File: config.mk
export PLATFORM = sky130hd
export DESIGN_NAME = uart_pkt_rx
export DESIGN_NICKNAME = d
export VERILOG_FILES = /design/src/rtl/uart_pkt_rx.sv
export SDC_FILE = /design/constraint.sdc
export NUM_CORES = 1
export LEC_CHECK = 0
export CAP_MARGIN = 20
export CORE_ASPECT_RATIO = 1.2
export CORE_MARGIN = 2
export CORE_UTILIZATION = 35
export CTS_CLUSTER_SIZE = 25
export DETAILED_ROUTE_END_ITERATION = 8
export PLACE_DENSITY = 0.51
export REMOVE_ABC_BUFFERS = 1
export SLEW_MARGIN = 20
export SYNTH_ARGS = -nofsm -noshare
export SYNTH_HDL_FRONTEND = slang
export SYNTH_SLANG_ARGS = --single-unit
File: constraint.sdc
create_clock -name clk -period 8.1 [get_ports clk]
set_clock_uncertainty 0.15 [all_clocks]
set_input_delay 0.81 -clock clk [delete_from_list [all_inputs] [get_ports clk]]
set_output_delay 0.81 -clock clk [all_outputs]
set_load 0.03 [all_outputs]
File: src/rtl/uart_pkt_rx.sv
// Frames UART bytes (SYNC, LEN, LEN*4 payload, XOR CHK) into 32-bit words; bytes act one cycle after rx_valid.
// Words drain on valid/ready and hold while stalled; rx bytes cannot be stalled, so a byte during drain is dropped as overrun.
module uart_pkt_rx #(
  parameter int         MAX_WORDS    = 16,
  parameter logic [7:0] SYNC_BYTE    = 8'hA5,
  parameter int         TIMEOUT_CLKS = 100_000
) (
  input  logic        clk,
  input  logic        rst,
  input  logic [7:0]  rx_data,
  input  logic        rx_valid,
  output logic [31:0] word_data,
  output logic        word_valid,
  input  logic        word_ready,
  output logic        word_last,
  output logic        pkt_ok,
  output logic        pkt_err,
  output logic [2:0]  err_code,
  output logic        busy
);

  localparam int AW = $clog2(MAX_WORDS);
  localparam int TW = $clog2(TIMEOUT_CLKS + 1);
  localparam logic [7:0]    MAX_LEN  = 8'(MAX_WORDS);
  localparam logic [TW-1:0] TMO_LAST = TW'(TIMEOUT_CLKS - 1);

  typedef enum logic [2:0] {S_IDLE, S_LEN, S_PAYLOAD, S_CHK, S_DRAIN} state_t;

  state_t          state;
  logic [AW-1:0]   len_m1;
  logic [AW-1:0]   word_idx;
  logic [AW-1:0]   rd_ptr;
  logic [1:0]      byte_cnt;
  logic [23:0]     shift_q;
  logic [7:0]      chk;
  logic [TW-1:0]   tmo_cnt;
  logic [31:0]     pkt_buf [MAX_WORDS];

  logic            wr_en;
  logic [31:0]     wr_dat;
  logic [AW-1:0]   rd_nxt;

  assign wr_en  = (state == S_PAYLOAD) && rx_valid && (byte_cnt == 2'd3);
  assign wr_dat = {rx_data, shift_q};
  assign rd_nxt = rd_ptr + AW'(1);

  // Buffer contents need no reset: they are only presented after a full, checked packet.
  always_ff @(posedge clk) begin
    if (wr_en) pkt_buf[word_idx] <= wr_dat;
  end

  always_ff @(posedge clk) begin
    if (rst) begin
      state      <= S_IDLE;
      len_m1     <= '0;
      word_idx   <= '0;
      rd_ptr     <= '0;
      byte_cnt   <= '0;
      shift_q    <= '0;
      chk        <= '0;
      tmo_cnt    <= '0;
      word_data  <= '0;
      word_valid <= 1'b0;
      word_last  <= 1'b0;
      pkt_ok     <= 1'b0;
      pkt_err    <= 1'b0;
      err_code   <= '0;
      busy       <= 1'b0;
    end else begin
      pkt_ok  <= 1'b0;
      pkt_err <= 1'b0;
      case (state)
        S_IDLE: begin
          tmo_cnt <= '0;
          if (rx_valid && rx_data == SYNC_BYTE) begin
            state <= S_LEN;
            busy  <= 1'b1;
          end
        end
        S_LEN, S_PAYLOAD, S_CHK: begin
          // A byte arriving on the limit cycle takes priority over the timeout.
          if (rx_valid) begin
            tmo_cnt <= '0;
            if (state == S_LEN) begin
              if (rx_data == 8'd0 || rx_data > MAX_LEN) begin
                pkt_err  <= 1'b1;
                err_code <= 3'd1;
                state    <= S_IDLE;
                busy     <= 1'b0;
              end else begin
                len_m1   <= AW'(rx_data - 8'd1);
                chk      <= rx_data;
                byte_cnt <= '0;
                word_idx <= '0;
                state    <= S_PAYLOAD;
              end
            end else if (state == S_PAYLOAD) begin
              chk      <= chk ^ rx_data;
              shift_q  <= {rx_data, shift_q[23:8]};
              byte_cnt <= byte_cnt + 2'd1;
              if (byte_cnt == 2'd3) begin
                word_idx <= word_idx + AW'(1);
                if (word_idx == len_m1) state <= S_CHK;
              end
            end else if (rx_data == chk) begin
              pkt_ok     <= 1'b1;
              rd_ptr     <= '0;
              word_data  <= pkt_buf[0];
              word_last  <= (len_m1 == '0);
              word_valid <= 1'b1;
              state      <= S_DRAIN;
            end else begin
              pkt_err  <= 1'b1;
              err_code <= 3'd2;
              state    <= S_IDLE;
              busy     <= 1'b0;
            end
          end else if (tmo_cnt == TMO_LAST) begin
            pkt_err  <= 1'b1;
            err_code <= 3'd3;
            tmo_cnt  <= '0;
            state    <= S_IDLE;
            busy     <= 1'b0;
          end else begin
            tmo_cnt <= tmo_cnt + TW'(1);
          end
        end
        S_DRAIN: begin
          if (rx_valid) begin
            pkt_err  <= 1'b1;
            err_code <= 3'd4;
          end
          if (word_valid && word_ready) begin
            if (word_last) begin
              word_valid <= 1'b0;
              word_last  <= 1'b0;
              state      <= S_IDLE;
              busy       <= 1'b0;
            end else begin
              rd_ptr    <= rd_nxt;
              word_data <= pkt_buf[rd_nxt];
              word_last <= (rd_nxt == len_m1);
            end
          end
        end
        default: begin
          state <= S_IDLE;
          busy  <= 1'b0;
        end
      endcase
    end
  end

endmodule

==> run summary, run 1 <==
## Logic synthesis
• **number of enable-type register cells in the synthesized netlist** 512
• **number of flip-flops and latches in the synthesized netlist** 618
• **post-synthesis sequential area ratio** 0.7133
• **synthesized netlist cell count** 1410
• **Synth warnings** 0
• **Top FF cell, synth** edfxtp_1
• **Synth Cell Area** 24530 sq um
• **post-synthesis area per instance** 17.40 sq um
• **post-synth cell types** 67
• **proportion of synthesized flip-flops having asynchronous set or reset** 0

## Setup path
• **launch instance of the worst register-to-register path** rd_ptr[0]$_SDFFE_PP0P_
• **arrival time worst endpoint** 4.19 ns
• **sort of element at the end of the critical path** flop
• **CP Launch Point** rd_ptr[0]$_SDFFE_PP0P_
• **startpoint kind of the worst setup timing path** flop
• **endpoint of the most critical register-to-register path** word_data[17]$_SDFFE_PP0P_
• **Worst Setup Path Type** flop to flop
• **Reg2Reg Depth** 6
• **register-to-register setup slack** 4.22 ns
• **critical path required time** 8.41 ns
• **Crit Path Max Fanout** 55
• **worst setup path endpoint** word_data[17]$_SDFFE_PP0P_

## Worst hold path
• **worst hold path depth** 2
• **class of the worst hold path** flop to flop

## Global routing
• **aggregate global-route resource usage** 0.1679
• **pin count of the biggest net entering global routing** 95
• **first-pass GRT wire length** 90.06 mm
• **initial antenna violation count** 0
• **number of global-route vias before repair** 13.84k
• **remaining global-route overflow** 0

## Floorplan
• **starting utilization of the core area** 0.3530
• **vertical extent of the die** 294.0 um
• **placeable core region** 69500 sq um
• **die area** 72230 sq um
• **horizontal die dimension** 245.7 um
• **count of pins on the block boundary** 52
• **number of placement rows** 106

## Routing
• **drt total wl** 60.12 mm
• **post-route antenna net violation count** 0
• **wire per inst** 24.73 um
• **count of routing violations after the opening detailed-route iteration** 911
• **count of vias placed by the detailed router** 13.06k
• **vias per std cell** 5.373
• **detailed-router iteration count before antenna repair** 5
• **total DRC errors in the routed layout** 0

## Cells and area
• **Layout Area Growth over Synthesis** 15.91%
• **Layout Cell Area excl Fill** 28430 sq um
• **antenna fix cells** 0
• **fillers** 6277
• **share of cells above drive strength 1** 0.2287
• **fin nets** 1484

## Clock tree
• **post_cts resized** 0
• **cell at the root of the clock tree** clkbuf_16
• **Setup Fix Bufs, Post-CTS** 0
• **CTS tree** built
• **CTS max path bufs** 3
• **H-tree levels** 2
• **number of clock sinks** 618
• **total of hold buffers inserted after clock tree synthesis** 0
• **clock latency on the worst-skew pair** 0.63 ns
• **number of buffers created by CTS** 60
• **clock input transition at the sequential cells of the worst setup and hold paths** 0.06 ns

## STA
• **final cycle utilization of the critical path** 0.4790
• **transition at the pin with the smallest max-transition slack** 1.085 ns
• **setup repair after global routing missed its margin** false
• **setup TNS after final layout** 0 ns
• **Slew HR** 0.2750
• **number of max-slew violations in the final report** 0
• **clock period minus final worst setup slack** 3.880 ns
• **number of endpoints with negative hold slack in the final report** 0
• **Max Freq** 257.7 MHz
• **# setup viols final** 0

## Placed design
• **Detail Placement HPWL** 33.94 mm
• **GP Congestion** 0.7590
• **Area after DPL** 26350 sq um
• **number of port buffers** 51

## Run status
• **outcome** finished clean

## Pwr
• **Leak** 7.979 nW
• **power density of the placed cells** 237.0 nW/um^2
• **maximum vdd drop** 154.6 uV

## Flow run
• **maxcap violations** 0

==> cell usage in the layout (no fill, tap or decap), drive strengths merged, types with 9 or more instances in the layout <==
master | synthesis | routed
buf | 34 | 33
inv | 7 | 9
clkdlybuf4s50 | 0 | 50
nand2 | 119 | 119
nor3 | 11 | 11
edfxtp | 512 | 512
bufinv | 0 | 11
a211oi | 12 | 12
dfxtp | 106 | 106
a22oi | 32 | 32
mux4 | 128 | 128
nor2 | 37 | 37
a311oi | 41 | 41
mux2 | 62 | 62
clkinv | 1 | 28
clkbuf | 58 | 71
o21ai | 29 | 29
a21oi | 78 | 78
nand3 | 14 | 14
xnor2 | 19 | 19
ha | 9 | 9
==> area by class of cell <==
cell class	count	area, sq um	share of cell area
clock buffer	71	1584	0.05571
clock inverter	41	469.2	0.01650
inverter	8	30.03	0.001056
multi-input combinational	692	6815	0.2397
sequential	618	17500	0.6155
tap	918	1149	0.04040
timing repair buffer	83	885.9	0.03116
==> worst min-delay path by stage <==
stage	startpoint	endpoint	slack [ns]
finish	busy$_SDFFE_PP0P_	busy$_SDFFE_PP0P_	0.32
global route	busy$_SDFFE_PP0P_	busy$_SDFFE_PP0P_	0.34
CTS	err_code[2]$_SDFFE_PP0P_	err_code[2]$_SDFFE_PP0P_	0.32
detailed placement	err_code[2]$_SDFFE_PP0P_	err_code[2]$_SDFFE_PP0P_	0.30
global placement	err_code[1]$_SDFFE_PP0P_	err_code[1]$_SDFFE_PP0P_	0.30
floorplan	byte_cnt[0]$_SDFFE_PP0P_	byte_cnt[0]$_SDFFE_PP0P_	0.29
==> cell usage after synthesis (19+ instances only) <==
master	instances	share of area
nor2_1	36	0.0055
clkbuf_1	58	0.0089
a311oi_1	41	0.015
a22oi_1	32	0.0098
xnor2_1	19	0.0068
dfxtp_1	106	0.087
nand2_1	119	0.018
edfxtp_1	512	0.63
mux2_2	62	0.028
buf_2	25	0.0051
a21oi_1	77	0.016
mux4_2	128	0.12
==> power by group <==
| part | switching (mW) | internal, mW |
|---|---|---|
| Sequential | 0.0370 | 3.44 |
| Clock | 1.19 | 1.74 |
| Combinational | 0.220 | 0.118 |
| Total | 1.45 | 5.29 |
==> cells by family after synthesis <==
kind of cell             Yosys count  share of synthesized area
buffers and inverters            100                    0.01704
multiplexers                     197                     0.1488
AND/OR/NAND/NOR                  233                    0.04366
adder cells (fa/ha/maj)            9                   0.004591
XOR/XNOR                          23                   0.008212
flip-flops                       618                     0.7133
AO/OA/AOI/OAI                    230                    0.06442
==> state kept, by name (all words and copies together) (netlist names) <==
register    cells
rd_ptr          4
word_last       1
pkt_buf       512
word_idx        4
pkt_err         1
shift_q        24
word_valid      1
err_code        3
len_m1          4
word_data      32
chk             8
busy            1
tmo_cnt        17
state           3
byte_cnt        2
pkt_ok          1
==> routing by layer <==
metal	share of wire	GRT usage	up-vias
met5	0	0	-
met4	0.020	0.04420	0
met3	0.037	0.02453	80
met2	0.51	0.2930	267
met1	0.44	0.2185	6895
li1	-	-	5820
==> critical path, cell delays in order (launching register included) <==
cell      delay, ns
dfxtp_4        0.91
ha_4           0.68
buf_4          0.81
mux4_2         0.43
mux2_2         0.28
a22oi_1        0.26
a311oi_1       0.13
==> metrics by stage <==
stage | utilization | power (mW) | hold WS (ns) | setup slack (ns) | std cells
5_1_grt | 0.4091 | 6.943 | 0.3419 | 3.904 | 2431
3_5_place_dp | 0.3792 | 3.877 | 0.2974 | 3.721 | 2318
6_report | 0.4091 | 6.739 | 0.3181 | 4.220 | 2431
4_1_cts | 0.4087 | 6.809 | 0.3169 | 4.030 | 2430
3_3_place_gp | 0.3770 | 3.871 | 0.3022 | 3.764 | 2312
2_1_floorplan | - | 3.708 | 0.2884 | -2.047 | 1318
Power figures use the tool's default switching activity.
==> inputs of run 2 (changes only) <==
- clock period: 8.1 -> 4 ns (I/O delays scaled with it)
==> run summary, run 2 (synthesis results as in run 1) <==
## Run status
• **outcome** finished clean

## STA
• **tightest hold margin** 0.2370 ns, -0.08109 ns
• **number of max-slew violations in the final report** 0, unchanged
• **number of endpoints with negative hold slack in the final report** 0, unchanged
• **final cycle utilization of the critical path** 0.7845, +0.3055
• **Max Freq** 318.7 MHz, +24%
• **# setup viols final** 0, unchanged
• **transition at the pin with the smallest max-transition slack** 0.9375 ns, -0.1474 ns
• **setup repair after global routing missed its margin** false
• **clock period minus final worst setup slack** 3.138 ns, -0.7417 ns
• **Slew HR** 0.3740, +0.09899
• **setup TNS after final layout** 0 ns, unchanged

## Global routing
• **pin count of the biggest net entering global routing** 80, -16%
• **remaining global-route overflow** 0, unchanged
• **number of global-route vias before repair** 13.83k, -0.065%
• **initial antenna violation count** 0, unchanged
• **first-pass GRT wire length** 91.93 mm, +2.1%
• **aggregate global-route resource usage** 0.1729, +0.005008

## Cells and area
• **fillers** 6292, +0.24%
• **Layout Area Growth over Synthesis** 16.48%
• **register ranked first by flip-flop count** pkt_buf
• **post-route core utilization** 0.4112, +0.002017
• **Top Registers** pkt_buf x512, word_data x32, shift_q x24
• **most common cell after layout, fill and taps aside** edfxtp_1
• **antenna fix cells** 0, unchanged
• **fin nets** 1504, +1.3%
• **share of cells above drive strength 1** 0.2407, +0.01202
• **highest-count cells in the layout ignoring fill and taps** edfxtp_1, mux4_2, nand2_1, dfxtp_1, a21oi_1
• **Largest register FFs** 512, unchanged

## Pwr
• **maximum vdd drop** 329.7 uV, +110%
• **Internal Pwr Total** 10.49 mW, +98%
• **Leak** 7.930 nW, -0.62%
• **power density of the placed cells** 468.7 nW/um^2, +98%
• **Comb pwr share** 0.053, +0.003
• **Switching Share** 0.2169, +0.001957
• **clock network fraction of total power** 0.422, -0.013
• **power after layout** 13.39 mW, +99%
• **Flop pwr share** 0.524, +0.009
• **reported net switching power** 2.905 mW, +100%

## Floorplan
• **die area** 72230 sq um, unchanged
• **vertical extent of the die** 294.0 um, unchanged
• **placeable core region** 69500 sq um, unchanged
• **count of pins on the block boundary** 52, unchanged
• **horizontal die dimension** 245.7 um, unchanged
• **number of placement rows** 106, unchanged
• **starting utilization of the core area** 0.3530, unchanged

## Routing
• **vias per std cell** 5.382, +0.17%
• **post-route antenna net violation count** 0, unchanged
• **drt total wl** 61.62 mm, +2.5%
• **count of vias placed by the detailed router** 13.19k, +1.0%
• **total DRC errors in the routed layout** 0, unchanged
• **detailed-router iteration count before antenna repair** 7, +2
• **wire per inst** 25.14 um, +1.6%
• **count of routing violations after the opening detailed-route iteration** 1035, +14%

## Clock tree
• **post_cts resized** 0, unchanged
• **total of hold buffers inserted after clock tree synthesis** 0, unchanged
• **CTS max path bufs** 3, unchanged
• **clock latency on the worst-skew pair** 0.61 ns, -0.02 ns
• **number of clock sinks** 618, unchanged
• **clock input transition at the sequential cells of the worst setup and hold paths** 0.06 ns, about the same
• **CTS tree** built
• **H-tree levels** 2, unchanged
• **Setup Fix Bufs, Post-CTS** 0, unchanged
• **cell at the root of the clock tree** clkbuf_16
• **number of buffers created by CTS** 60, unchanged

## Worst hold path
• **class of the worst hold path** input port to flop
• **startpoint of the tightest hold check path** rst

## Setup path
• **Reg2Reg Depth** 6, unchanged
• **register-to-register setup slack** 0.86 ns, -3.36 ns
• **Worst Setup Path Type** flop to flop
• **launch instance of the worst register-to-register path** state[2]$_SDFFE_PP0P_
• **arrival time worst endpoint** 3.50 ns, -0.69 ns
• **endpoint of the most critical register-to-register path** word_data[5]$_SDFFE_PP0P_
• **CP Launch Point** state[2]$_SDFFE_PP0P_
• **Crit Path Max Fanout** 32, -42%
• **critical path required time** 4.37 ns, -4.04 ns
• **sort of element at the end of the critical path** flop
• **worst setup path endpoint** word_data[5]$_SDFFE_PP0P_
• **startpoint kind of the worst setup timing path** flop

## Placed design
• **Detail Placement HPWL** 34.25 mm, +0.89%
• **number of port buffers** 51, unchanged
• **GP Congestion** 0.7470, -1.6%

## Flow run
• **maxcap violations** 0, unchanged

[run 2: cell types whose count changed in the layout (fill, tap and decap cells not counted)]
cell       delta
buf_4        +11
clkinv_4      +2
clkinv_1     -11
clkbuf_1      +8
bufinv_16     -6
buf_16        -5
inv_6         -2
clkbuf_8      +7
clkinv_2      +2
buf_12       +14
[run 2: cell type report]
type,count,area (sq um),area share
clock buffers,86,1710,0.05986
well taps,918,1149,0.04020
repair buffers,103,1111,0.03888
multi-input cells,692,6815,0.2385
flip-flops and latches,618,17500,0.6125
clock inverters,26,257.7,0.009020
inverters,8,30.03,0.001051
[run 2: metal layers]
layer / up-vias / GRT usage / wire [um]
met1: 6923 / 0.2217 / 25960
li1: 5838 / - / -
met4: 0 / 0.05248 / 1710
met2: 333 / 0.3017 / 31250
met5: - / 0 / 0
met3: 98 / 0.02608 / 2692
[run 2: worst min path at each step]
stage / slack [ns] / end / cells past startpoint
floorplan: 0.29 / byte_cnt[0]$_SDFFE_PP0P_ / 1
global placement: 0.30 / err_code[0]$_SDFFE_PP0P_ / 2
detailed placement: 0.30 / err_code[1]$_SDFFE_PP0P_ / 2
CTS: 0.20 / tmo_cnt[0]$_SDFFE_PP0P_ / 2
global route: 0.23 / tmo_cnt[1]$_SDFFE_PP0P_ / 2
finish: 0.24 / tmo_cnt[0]$_SDFFE_PP0P_ / 2
[run 2: worst max-delay path, cell delays in order (launching register included)]
cell and delay [ns]:
dfxtp_1 0.70, inv_2 0.26, or3_2 0.70, nor2_4 0.15
buf_4 0.49, a22oi_1 0.26, a311oi_1 0.30
[run 2: power by group through the flow]
stage               combinational (mW)  sequential, mW  clock, mW
finish                           0.716            7.02       5.65
global route                     0.758            7.03       6.05
CTS                              0.720            7.03       5.80
detailed placement               0.719            7.16          0
global placement                 0.708            7.16          0
floorplan                        0.266            7.24          0
[run 2: per-stage QoR]
step | std cells | setup WS [ns] | cell area, sq um
after floorplan | 1318 | -6.147 | 24140
after global placement | 2339 | 0.7436 | 26610
after detailed placement | 2339 | 0.6667 | 26610
after CTS | 2451 | 0.8109 | 28570
after global routing | 2451 | 0.6416 | 28570
final | 2451 | 0.8619 | 28570
==> inputs of run 3 (changes only) <==
- clock period: 4 -> 3 ns (I/O delays scaled with it)
==> run summary, run 3 (synthesis results as in run 1) <==
## STA
• **transition at the pin with the smallest max-transition slack** 0.7622 ns, -0.1753 ns
• **setup TNS after final layout** 0 ns, unchanged
• **number of endpoints with negative hold slack in the final report** 0, unchanged
• **Max Freq** 391.1 MHz, +23%
• **final cycle utilization of the critical path** 0.8524, +0.06788
• **clock period minus final worst setup slack** 2.557 ns, -0.5809 ns
• **Slew HR** 0.4902, +0.1161
• **# setup viols final** 0, unchanged
• **setup repair after global routing missed its margin** false
• **number of max-slew violations in the final report** 0, unchanged

## Global routing
• **met1 layer usage reported by global route** 0.2282, +0.006546
• **initial antenna violation count** 0, unchanged
• **remaining global-route overflow** 0, unchanged
• **pin count of the biggest net entering global routing** 49, -39%
• **first-pass GRT wire length** 90.78 mm, -1.3%
• **number of global-route vias before repair** 13.92k, +0.66%
• **aggregate global-route resource usage** 0.1695, -0.003433
• **met2 Use GR** 0.2912, -0.01044
• **most congested layer reported by global routing** met2
• **routing usage on met3** 0.02462, -0.001459

## Clock tree
• **number of buffers created by CTS** 60, unchanged
• **clock input transition at the sequential cells of the worst setup and hold paths** 0.06 ns, about the same
• **H-tree levels** 2, unchanged
• **total of hold buffers inserted after clock tree synthesis** 1, +1
• **Setup Fix Bufs, Post-CTS** 0, unchanged
• **CTS max path bufs** 3, unchanged
• **clock latency on the worst-skew pair** 0.62 ns, about the same
• **cell at the root of the clock tree** clkbuf_16
• **post_cts resized** 0, unchanged
• **number of clock sinks** 618, unchanged
• **CTS tree** built

## Cells and area
• **highest-count cells in the layout ignoring fill and taps** edfxtp_1, mux4_2, nand2_1, dfxtp_1, a21oi_1
• **most common cell after layout, fill and taps aside** edfxtp_1
• **Largest register FFs** 512, unchanged
• **Layout Area Growth over Synthesis** 18.46%
• **share of cells above drive strength 1** 0.2567, +0.01602
• **Top Registers** pkt_buf x512, word_data x32, shift_q x24
• **register ranked first by flip-flop count** pkt_buf
• **post-route core utilization** 0.4181, +0.006985
• **fin nets** 1531, +1.8%
• **fillers** 6232, -0.95%
• **antenna fix cells** 0, unchanged

## Placed design
• **Detail Placement HPWL** 34.27 mm, about the same
• **number of port buffers** 51, unchanged
• **GP Congestion** 0.7475, about the same

## Floorplan
• **placeable core region** 69500 sq um, unchanged
• **count of pins on the block boundary** 52, unchanged
• **starting utilization of the core area** 0.3530, unchanged
• **horizontal die dimension** 245.7 um, unchanged
• **vertical extent of the die** 294.0 um, unchanged
• **die area** 72230 sq um, unchanged
• **number of placement rows** 106, unchanged

## Routing
• **drt total wl** 60.61 mm, -1.6%
• **total DRC errors in the routed layout** 0, unchanged
• **count of vias placed by the detailed router** 13.34k, +1.1%
• **post-route antenna net violation count** 0, unchanged
• **wire per inst** 24.44 um, -2.8%
• **vias per std cell** 5.378, about the same
• **detailed-router iteration count before antenna repair** 5, -2
• **count of routing violations after the opening detailed-route iteration** 1017, -1.7%

## Worst hold path
• **class of the worst hold path** input port to flop
• **worst hold path depth** 4, +2
• **startpoint of the tightest hold check path** rx_data[0]
• **Hold Path Sink** len_m1[1]$_SDFFE_PP0P_

## Pwr
• **power density of the placed cells** 622.7 nW/um^2, +33%
• **Leak** 8.126 nW, +2.5%
• **maximum vdd drop** 475.8 uV, +44%

## Setup path
• **sort of element at the end of the critical path** flop
• **Crit Path Max Fanout** 39, +22%
• **endpoint of the most critical register-to-register path** word_data[16]$_SDFFE_PP0P_
• **startpoint kind of the worst setup timing path** flop
• **Worst Setup Path Type** flop to flop
• **launch instance of the worst register-to-register path** rd_ptr[0]$_SDFFE_PP0P_
• **Reg2Reg Depth** 5, -1
• **arrival time worst endpoint** 2.88 ns, -0.62 ns
• **critical path required time** 3.33 ns, -1.04 ns
• **register-to-register setup slack** 0.44 ns, -0.42 ns

## Flow run
• **maxcap violations** 0, unchanged

## Run status
• **outcome** finished clean

## run 3: cell count changes in the layout (fill, tap and decap cells not counted)
cell	before	now
clkinv_1	7	11
clkinv_2	12	11
clkbuf_8	9	5
clkinv_4	2	1
dlygate4sd3_1	0	1
inv_6	0	2
clkinvlp_4	1	7
buf_4	36	46
bufinv_16	5	8
clkinv_8	0	1
clkbuf_1	16	8
clkbuf_16	61	60
inv_16	0	1
buf_12	17	33
## run 3: routing by layer
layer	vias up	part of all wire	wire (um)
li1	5904	-	-
met1	7068	0.44	26430
met2	297	0.50	30490
met3	69	0.044	2671
met4	0	0.017	1011
met5	-	0	0
## run 3: worst max-delay path, cell delays in order, from the launching register on
cell and delay (ns):
dfxtp_4 0.42, buf_12 0.33, mux4_2 0.56, mux2_2 0.28, a221oi_1 0.49, a211oi_1 0.16
## run 3: cell type report
type	instances	area (sq um)	share of cell area
Sequential cell	618	17500	0.6022
Multi-Input combinational cell	692	6815	0.2345
Clock buffer	73	1600	0.05507
Timing Repair Buffer	130	1516	0.05219
Tap cell	918	1149	0.03953
Clock inverter	41	447.9	0.01541
Inverter	8	30.03	0.001033
## run 3: how the worst max path moves through the flow
| stage | from | endpoint | cells after the start |
|---|---|---|---|
| 2_1_floorplan | rd_ptr[0]$_SDFFE_PP0P_ | word_data[0]$_SDFFE_PP0P_ | 5 |
| 3_3_place_gp | rx_data[1] | word_idx[0]$_SDFFE_PP0P_ | 9 |
| 3_5_place_dp | rx_data[1] | word_data[19]$_SDFFE_PP0P_ | 8 |
| 4_1_cts | rd_ptr[0]$_SDFFE_PP0P_ | word_data[16]$_SDFFE_PP0P_ | 5 |
| 5_1_grt | rd_ptr[0]$_SDFFE_PP0P_ | word_data[23]$_SDFFE_PP0P_ | 6 |
| 6_report | rd_ptr[0]$_SDFFE_PP0P_ | word_data[16]$_SDFFE_PP0P_ | 5 |
## run 3: power breakdown
group | switching [mW] | internal (mW)
Combinational | 0.622 | 0.349
Sequential | 0.0892 | 9.27
Clock | 3.26 | 4.50
Total | 3.97 | 14.1
## run 3: metrics by stage
stage / instances / hold slack, ns / area, sq um / worst slack, ns / power (mW)
2_1_floorplan: 1318 / 0.2146 / 24140 / -7.147 / 10.01
3_3_place_gp: 2365 / 0.2965 / 27000 / 0.1331 / 10.50
3_5_place_dp: 2365 / 0.3032 / 27000 / 0.08225 / 10.52
4_1_cts: 2480 / 0.2434 / 29060 / 0.4345 / 18.28
5_1_grt: 2480 / 0.2898 / 29060 / 0.3127 / 18.69
6_report: 2480 / 0.2799 / 29060 / 0.4428 / 18.09
